<file path="src/rtl/setup_config.sv">
// Setup-menu responder: snapshots the lock configuration, walks the keypad menu,
// and hands back the edited (or, on timeout, original) configuration with setup_end.
package setup_config_pkg;
    typedef struct packed {
        logic       status;
        logic [3:0] digit1;
        logic [3:0] digit2;
        logic [3:0] digit3;
        logic [3:0] digit4;
    } pinPac_t;

    // pins[0] is PIN1 ... pins[3] is PIN4; time fields are in clock ticks
    typedef struct packed {
        logic           bip_status;
        logic [15:0]    bip_time;
        logic [15:0]    tranca_aut_time;
        pinPac_t        master_pin;
        pinPac_t [3:0]  pins;
    } setupPac_t;
endpackage

module setup_config
    import setup_config_pkg::*;
#(
    parameter int TICKS_PER_SEC = 1000,
    parameter int TIMEOUT_SEC   = 30
) (
    input  logic       clk,
    input  logic       rst,
    input  logic       setup_on,
    input  setupPac_t  data_setup_old,
    input  logic       key_valid,
    input  logic [3:0] key_code,
    output logic       setup_end,
    output setupPac_t  data_setup_new,
    output logic [3:0] setup_step,
    output logic [2:0] entry_count,
    output logic       setup_error
);
    localparam logic [31:0] TMO_LIMIT = 32'(TIMEOUT_SEC * TICKS_PER_SEC);

    typedef enum logic [3:0] {
        S_IDLE        = 4'd0,
        S_BIP_STATUS  = 4'd1,
        S_BIP_TIME    = 4'd2,
        S_TRANCA_TIME = 4'd3,
        S_PIN1        = 4'd4,
        S_PIN2        = 4'd5,
        S_PIN3        = 4'd6,
        S_PIN4        = 4'd7,
        S_DONE        = 4'd8
    } state_e;

    state_e          state_q, state_d;
    setupPac_t       work_q, work_d, backup_q, backup_d, new_q, new_d;
    logic [3:0][3:0] buf_q, buf_d;
    logic [2:0]      cnt_q, cnt_d;
    logic [31:0]     tmo_q, tmo_d;
    logic            err_q, err_d;
    logic            key_valid_q, setup_on_q;

    logic            key_rise, on_rise, advance, clear;
    logic [2:0]      limit;
    logic [6:0]      dec_val;
    logic [1:0]      pin_idx;

    assign key_rise = key_valid & ~key_valid_q;
    assign on_rise  = setup_on & ~setup_on_q;
    assign pin_idx  = state_q[1:0];
    assign dec_val  = (cnt_q == 3'd1) ? 7'(buf_q[0])
                                      : 7'(buf_q[0]) * 7'd10 + 7'(buf_q[1]);

    always_comb begin
        case (state_q)
            S_BIP_STATUS:              limit = 3'd1;
            S_BIP_TIME, S_TRANCA_TIME: limit = 3'd2;
            default:                   limit = 3'd4;
        endcase
    end

    always_comb begin
        state_d  = state_q;
        work_d   = work_q;
        backup_d = backup_q;
        new_d    = new_q;
        buf_d    = buf_q;
        cnt_d    = cnt_q;
        tmo_d    = tmo_q;
        err_d    = 1'b0;
        advance  = 1'b0;
        clear    = 1'b0;

        case (state_q)
            S_IDLE: begin
                clear = 1'b1;
                tmo_d = '0;
                if (on_rise) begin
                    work_d   = data_setup_old;
                    backup_d = data_setup_old;
                    state_d  = S_BIP_STATUS;
                end
            end
            S_DONE: state_d = S_IDLE;
            default: begin
                // abort beats timeout beats key
                if (!setup_on) begin
                    clear   = 1'b1;
                    state_d = S_IDLE;
                end else if (tmo_q >= TMO_LIMIT - 32'd1) begin
                    clear   = 1'b1;
                    new_d   = backup_q;
                    state_d = S_DONE;
                end else if (key_rise) begin
                    tmo_d = '0;
                    if (key_code <= 4'h9) begin
                        if (cnt_q < limit) begin
                            buf_d[cnt_q[1:0]] = key_code;
                            cnt_d             = cnt_q + 3'd1;
                        end
                    end else if (key_code == 4'hE) begin
                        clear = 1'b1;
                    end else if (key_code == 4'hF) begin
                        if (cnt_q == 3'd0) begin
                            advance = 1'b1;
                        end else begin
                            clear = 1'b1;
                            case (state_q)
                                S_BIP_STATUS: begin
                                    advance = (dec_val <= 7'd1);
                                    if (advance) work_d.bip_status = dec_val[0];
                                end
                                S_BIP_TIME: begin
                                    advance = (dec_val >= 7'd10) && (dec_val <= 7'd60);
                                    if (advance)
                                        work_d.bip_time = 16'(32'(dec_val) * 32'(TICKS_PER_SEC));
                                end
                                S_TRANCA_TIME: begin
                                    advance = (dec_val >= 7'd5) && (dec_val <= 7'd60);
                                    if (advance)
                                        work_d.tranca_aut_time = 16'(32'(dec_val) * 32'(TICKS_PER_SEC));
                                end
                                default: begin
                                    advance = (cnt_q == 3'd4);
                                    if (advance) begin
                                        work_d.pins[pin_idx].status = 1'b1;
                                        work_d.pins[pin_idx].digit1 = buf_q[0];
                                        work_d.pins[pin_idx].digit2 = buf_q[1];
                                        work_d.pins[pin_idx].digit3 = buf_q[2];
                                        work_d.pins[pin_idx].digit4 = buf_q[3];
                                    end
                                end
                            endcase
                            err_d = ~advance;
                        end
                    end else if (key_code == 4'hB) begin
                        if (state_q == S_PIN1) begin
                            err_d = 1'b1;
                        end else if (state_q >= S_PIN2) begin
                            work_d.pins[pin_idx].status = 1'b0;
                            advance = 1'b1;
                        end
                    end
                end else begin
                    tmo_d = tmo_q + 32'd1;
                end
            end
        endcase

        if (clear || advance) begin
            buf_d = '0;
            cnt_d = '0;
        end
        if (advance) begin
            state_d = state_e'(state_q + 4'd1);
            if (state_q == S_PIN4) new_d = work_d;
        end
    end

    always_ff @(posedge clk or posedge rst) begin
        if (rst) begin
            state_q     <= S_IDLE;
            work_q      <= '0;
            backup_q    <= '0;
            new_q       <= '0;
            buf_q       <= '0;
            cnt_q       <= '0;
            tmo_q       <= '0;
            err_q       <= 1'b0;
            key_valid_q <= 1'b0;
            setup_on_q  <= 1'b0;
        end else begin
            state_q     <= state_d;
            work_q      <= work_d;
            backup_q    <= backup_d;
            new_q       <= new_d;
            buf_q       <= buf_d;
            cnt_q       <= cnt_d;
            tmo_q       <= tmo_d;
            err_q       <= err_d;
            key_valid_q <= key_valid;
            setup_on_q  <= setup_on;
        end
    end

    assign setup_end      = (state_q == S_DONE);
    assign data_setup_new = new_q;
    assign setup_step     = state_q;
    assign entry_count    = cnt_q;
    assign setup_error    = err_q;
endmodule
</file>
<file path="config.mk">
export PLATFORM = sky130hd
export DESIGN_NAME = setup_config
export DESIGN_NICKNAME = d
export VERILOG_FILES = /design/src/rtl/setup_config.sv
export SDC_FILE = /design/constraint.sdc
export NUM_CORES = 1
export LEC_CHECK = 0
export ABC_AREA = 1
export BUFFER_PORTS_ARGS = -buffer_cell sky130_fd_sc_hd__buf_2
export CAP_MARGIN = 10
export CORE_ASPECT_RATIO = 0.8
export CORE_MARGIN = 1
export CORE_UTILIZATION = 55
export CTS_BUF_LIST = sky130_fd_sc_hd__clkbuf_2
export DETAILED_ROUTE_END_ITERATION = 8
export HOLD_SLACK_MARGIN = 0.1
export PLACE_DENSITY_LB_ADDON = 0.2
export SYNTH_ARGS = -nofsm -noshare
export SYNTH_HDL_FRONTEND = slang
export SYNTH_SLANG_ARGS = --single-unit
</file>
<file path="constraint.sdc">
create_clock -name clk -period 15 [get_ports clk]
set_input_delay 3 -clock clk [delete_from_list [all_inputs] [get_ports clk]]
set_output_delay 3 -clock clk [all_outputs]
set_load 0.02 [all_outputs]
</file>
==> results of run 1 <==
## flip-flops by register name, summed over array words and instances (netlist names)
name / flops
work_q: 118
setup_on_q: 1
tmo_q: 32
backup_q: 118
data_setup_new: 118
key_valid_q: 1
buf_q: 16
setup_step: 4
setup_error: 1
entry_count: 3
## cells in the mapped netlist, drive strengths merged
| cell type | instances |
|---|---|
| a211oi | 1 |
| a21o | 1 |
| a22oi | 10 |
| nand3 | 94 |
| clkbuf | 60 |
| nand3b | 1 |
| nor3 | 11 |
| a31oi | 1 |
| o21ai | 293 |
| or2 | 5 |
| dfrtp | 412 |
| nor3b | 1 |
| buf | 65 |
| nor4 | 3 |
| inv | 321 |
| a21oi | 56 |
| nand4 | 18 |
| clkinv | 2 |
| ha | 60 |
| o21a | 4 |
| o311a | 1 |
| a21boi | 1 |
| o21bai | 15 |
| nor2 | 88 |
| xor2 | 14 |
| nand2 | 836 |
| o211ai | 117 |
| fa | 19 |
| xnor2 | 4 |
## cell type report
class / count / area share (%)
clock buffers: 138 / 3.01
diodes: 5 / 0.0545
repair buffers: 266 / 6.06
flip-flops and latches: 412 / 44.9
multi-input cells: 1654 / 37.1
inverters: 323 / 5.31
well taps: 480 / 2.62
clock inverters: 34 / 0.937
## kinds of logic (layout without fill, tap and decap cells)
logic type	Yosys count	after routing	share of synthesized area [%]
buf+inv	448	761	8.71
flops	412	412	50.1
simple gates	1057	1057	20.8
fa+ha+maj	79	79	5.49
xor+xnor	18	18	0.766
compound gates	500	500	14.1
other cells	0	5	0
## metrics by stage
step           power [mW]  instances  utilization (%)  setup WS (ns)
2_1_floorplan        2.13       2514                -          0.535
6_report             3.10       3312             63.1           8.89
3_3_place_gp         2.31       3135             60.6           8.76
5_1_grt              3.32       3311             63.1           8.50
3_5_place_dp         2.35       3135             60.6           8.72
4_1_cts              3.11       3307             63.1           8.92
## cells in the final DEF (no fill, tap or decap), types with 5 or more instances in the layout
master,instances
a21oi_1,55
a22oi_1,10
buf_2,252
buf_4,12
clkbuf_2,138
clkinv_1,29
dfrtp_1,412
diode_2,5
fa_1,19
ha_1,60
inv_1,312
inv_2,8
nand2_1,829
nand3_1,89
nand4_1,16
nor2_1,82
nor3_1,10
o211ai_1,117
o21ai_0,275
o21ai_1,13
o21bai_1,15
xor2_1,14
## metal layers
metal | part of all wire, % | up-vias
li1 | - | 8593
met1 | 44 | 8514
met2 | 46 | 641
met3 | 6.8 | 143
met4 | 4.1 | 2
met5 | 0.020 | -
## report_power, final
| group | switching (mW) | leakage [nW] | internal, mW |
|---|---|---|---|
| sequential | 0.0874 | 5.42 | 1.41 |
| clock | 0.455 | 0.674 | 0.299 |
| combinational | 0.584 | 6.34 | 0.262 |
## tightest hold or removal path, cell delays in order, from the launching register on
cell and delay, ns:
dfrtp_1 0.33, nand2_1 0.05, nand2_1 0.07
## path summary, 6_finish.rpt
check                            from                   to  slack [ns]  cells after the start
hold reg to reg            work_q[81]           work_q[81]        0.48                      2
setup / recovery             buf_q[3]  data_setup_new[116]        8.89                     23
min in group asynchronous         rst   data_setup_new[35]        2.08                      2
setup reg to reg             buf_q[3]  data_setup_new[116]        8.89                     23
max in group asynchronous         rst  data_setup_new[107]       10.54                      4
hold / removal             work_q[81]           work_q[81]        0.48                      2
==> reports/qor.yml, run 1 <==
outcome: "complete, but fails checks"
violations: "slew limit"
start_util_pct: 56.6
final_area_um2: 23000
grt_util_met3_pct: 6.18
start_kind: "register"
h-tree-depth: 3
hold_buffers: 0
grtUsageMet2_pct: 45.6
grt_overflow_total: 0
synth_area_um2: 20600
drc: 0
chipWidth_um: 218
drive_above_1_share_pct: 16.0
fill_cells: 3171
setup_viol: 0
ys_warn_count: 0
port_buffers: 252
end_kind: "register"
layout_min_cycle_time_ns: 6.11
synth_cells: 2514
post_cts_buffers: 0
yosysSeqAreaShare_pct: 50.1
cts-root-buf: "clkbuf_2"
routed_via_density: 5.40
cp_slowest_cell: "dfrtp_1"
rsz0062_at_grt: "false"
first_global_vias: 17600
dp_hpwl_mm: 36.0
worstPathCellList: "ha_1, ha_1, inv_1, fa_1, nor2_1, nand3b_1, nand3_1, nand3_2, ha_1, fa_1, fa_1, ha_1, ha_1, nand2_1, nor3_1, nand3_1, nand4_1, xnor2_1, nand4_1, nand3_1, nand3_1, nand2_1, nand2_1"
seqCellArea_um2: 10300
ant_nets: 0
path_clk_slew_ns: 0.10
multiInputGateArea_um2: 8520
synth_fp_nets: 2719
cts_tree: "yes"
max_clock_freq_mhz: 164
ys_types: 48
grt_busiest_layer: "met2"
holdWs_ns: 0.478
die_h_um: 175
clock_path_buffers: 3
hold_viol: 0
syn_area_per_cell_um2: 8.19
path_class: "register to register"
routed-via-count: 17900
rows: 62
path_buf_inv: 1
cap_violations: 0
ys_ff_latch: 412
cp_common_cell: "ha_1"
final_nets: 2962
cp_slowest_stage_delay_ns: 0.76
synth_top_area_share_pct: 50.1
synth_area_leaders: "dfrtp_1 50%, nand2_1 15%, o21ai_0 6.7%"
powerDensity_nw_per_um2: 135
clock_latency_ns: 1.05
area_growth_syn_to_layout_pct: 11.5
grt_pass1_wl_mm: 90.3
antenna_found_initial: 6
grt_max_degree: 247
met1_usage_pct: 41.1
ir_worst_vdd_uv: 139
arrival_ns: 7.02
p_leak_nw: 12.4
drtPass1Iterations: 6
cts_resized: 0
slew_headroom_pct: -2.75
synth_top_area_cell: "dfrtp_1"
cp.required_ns: 15.91
gp_congestion: 0.902
grt.total_usage_pct: 30.1
finClkSkew_ns: 0.0711
cp_top_family: "adder cells"
tightestPinTransition_ns: 1.54
dieArea_um2: 38200
clkSinkCount: 412
setup_tns_ns: 0
core_area_um2: 36400
hp-class: "register to register"
drtIter0Drc: 1778
io_pins: 253
fin_crit_sh_pct: 40.7
slew_violations: 50
avgRoutedWirePerCell_um: 17.0
crit_fanout: 11
place_area_um2: 22000
cts_buffers: 100
wl_mm: 56.4
Power figures use the tool's default switching activity.
==> run 2: changes to the inputs <==
CORE_UTILIZATION = 60   (was 55)
clock period = 6.3 ns   (was 15 ns; I/O delays follow)
==> run 2 against run 1 <==
Effect of this change:
- the flow now finishes without violations
- clock skew increased by 0.0042 ns
- sequential power increased by 140%
- die area decreased by 8.2%
- combinational power increased by 140%
- largest cell class unchanged
- highest routed layer is now met4
- flip-flop and latch count unchanged
==> reports/qor.yml, run 2 (synthesized netlist as in run 1, its figures left out) <==
chipWidth_um: 209
cts-root-buf: "clkbuf_2"
final_common_cell: "nand2_1"
cp_slowest_stage_delay_ns: 0.60
worstPathCellList: "ha_1, ha_1, inv_1, fa_1, nor2_1, a21oi_1, nand2_1, ha_1, fa_1, fa_1, ha_1, ha_1, nand2_1, o21ai_0, a21oi_1, o21bai_1, xor2_1, nor2_1, o21bai_1, nand2_1, nand2_1"
start_kind: "register"
cap_violations: 0
start_util_pct: 61.1
drtIter0Drc: 1707
startpoint: "buf_q[1]"
cp_common_cell: "ha_1"
dr_wl_met3_mm: 4.07
core_area_um2: 33700
tightestPinTransition_ns: 1.23
drc: 0
path_clk_slew_ns: 0.12
arrival_ns: 6.67
gp_congestion: 0.906
outcome: "finished clean"
drtPass1Iterations: 5
wl_met1_mm: 26.1
dp_hpwl_mm: 37.3
post_cts_buffers: 0
die_h_um: 168
cp_top_family: "adder cells"
port_buffers: 252
path_buf_inv: 1
met2_length_mm: 25.0
cts_resized: 0
cts_buffers: 100
io_pins: 253
cts_tree: "yes"
final_cell_mix: "829 x nand2_1, 412 x dfrtp_1, 312 x inv_1, 275 x o21ai_0, 252 x buf_2"
hold_viol: 0
clock_path_buffers: 3
first_global_vias: 17800
slew_headroom_pct: 17.8
clock_latency_ns: 1.04
p_leak_nw: 12.4
area_growth_syn_to_layout_pct: 11.2
clkSinkCount: 412
antenna_found_initial: 3
dieArea_um2: 35100
drive_above_1_share_pct: 16.2
end_kind: "register"
pre_cts_ws_ns: 0.605
cp.required_ns: 7.23
rows: 60
ant_nets: 0
routed_via_density: 5.52
rsz0062_at_grt: "false"
finClkSkew_ns: 0.0753
r2r-start: "buf_q[1]"
grt_pass1_wl_mm: 92.4
max_clock_freq_mhz: 174
hold_buffers: 0
avgRoutedWirePerCell_um: 17.4
fill_cells: 2946
layout_min_cycle_time_ns: 5.74
path_class: "register to register"
routed-via-count: 18000
grt_overflow_total: 0
wl_mm: 56.7
h-tree-depth: 3
crit_fanout: 9
cp_slowest_cell: "dfrtp_1"
top_layer_used: "met4"
layout_setup_ws_ns: 0.556
slew_violations: 0
fin_crit_sh_pct: 91.2
place_inst: 3095
hp-class: "input port to asynchronous set/reset pin"
grt.total_usage_pct: 33.3
finalNonFillerCells: 3266
final_nets: 2969
fin_util_pct: 67.9
setup_viol: 0
setup_tns_ns: 0
powerDensity_nw_per_um2: 317
grt_max_degree: 155
ir_worst_vdd_uv: 184
[run 2: changes by cell type in the layout (fill, tap and decap cells not counted), moves of 3 or more]
| cell | previous run | this run |
|---|---|---|
| clkinv_1 | 29 | 25 |
| buf_4 | 12 | 15 |
| bufinv_16 | 3 | 0 |
| buf_12 | 2 | 5 |
| clkinvlp_4 | 0 | 3 |
[run 2: layer usage]
| metal | GRT usage [%] | up-vias |
|---|---|---|
| li1 | - | 8566 |
| met1 | 48.6 | 8651 |
| met2 | 49.6 | 708 |
| met3 | 6.51 | 109 |
| met4 | 12.2 | 0 |
| met5 | 0 | - |
[run 2: path summary, 6_finish.rpt]
path / cells after the start / slack, ns / to
max: 21 / 0.56 / data_setup_new[114]
min: 2 / 0.19 / data_setup_new[37]
max reg2reg: 21 / 0.56 / data_setup_new[114]
min reg2reg: 2 / 0.48 / work_q[74]
max in group asynchronous: 3 / 4.89 / data_setup_new[110]
min in group clk: 1 / 0.39 / key_valid_q
[run 2: worst register-to-register path: stages (launching register included)]
cell      delay (ns)
dfrtp_1         0.60
ha_1            0.32
ha_1            0.18
inv_1           0.07
fa_1            0.45
nor2_1          0.24
a21oi_1         0.10
nand2_1         0.32
ha_1            0.34
fa_1            0.51
fa_1            0.49
ha_1            0.30
ha_1            0.37
nand2_1         0.09
o21ai_0         0.33
a21oi_1         0.12
o21bai_1        0.17
xor2_1          0.24
nor2_1          0.09
o21bai_1        0.23
nand2_1         0.08
nand2_1         0.07
[run 2: cell type report]
| cell class | count | area (um^2) | share of cell area, % |
|---|---|---|---|
| Antenna cell | 5 | 12.5 | 0.0546 |
| Clock buffer | 136 | 681 | 2.97 |
| Clock inverter | 29 | 128 | 0.557 |
| Inverter | 323 | 1220 | 5.31 |
| Multi-Input combinational cell | 1654 | 8520 | 37.2 |
| Sequential cell | 412 | 10300 | 45.0 |
| Tap cell | 434 | 543 | 2.37 |
| Timing Repair Buffer | 273 | 1490 | 6.50 |
[run 2: power breakdown]
group,internal (mW),switching [mW]
Sequential,3.36,0.216
Clock,0.581,1.07
Combinational,0.628,1.41
[run 2: stage by stage]
stage                     instance area, um^2  total power, mW  hold WS (ns)
after CTS                               22900             7.27         0.116
after global placement                  22100             5.50         0.450
after floorplan                         20600             5.07         0.438
final                                   22900             7.26         0.186
after global routing                    22900             7.77         0.148
after detailed placement                22100             5.62         0.457
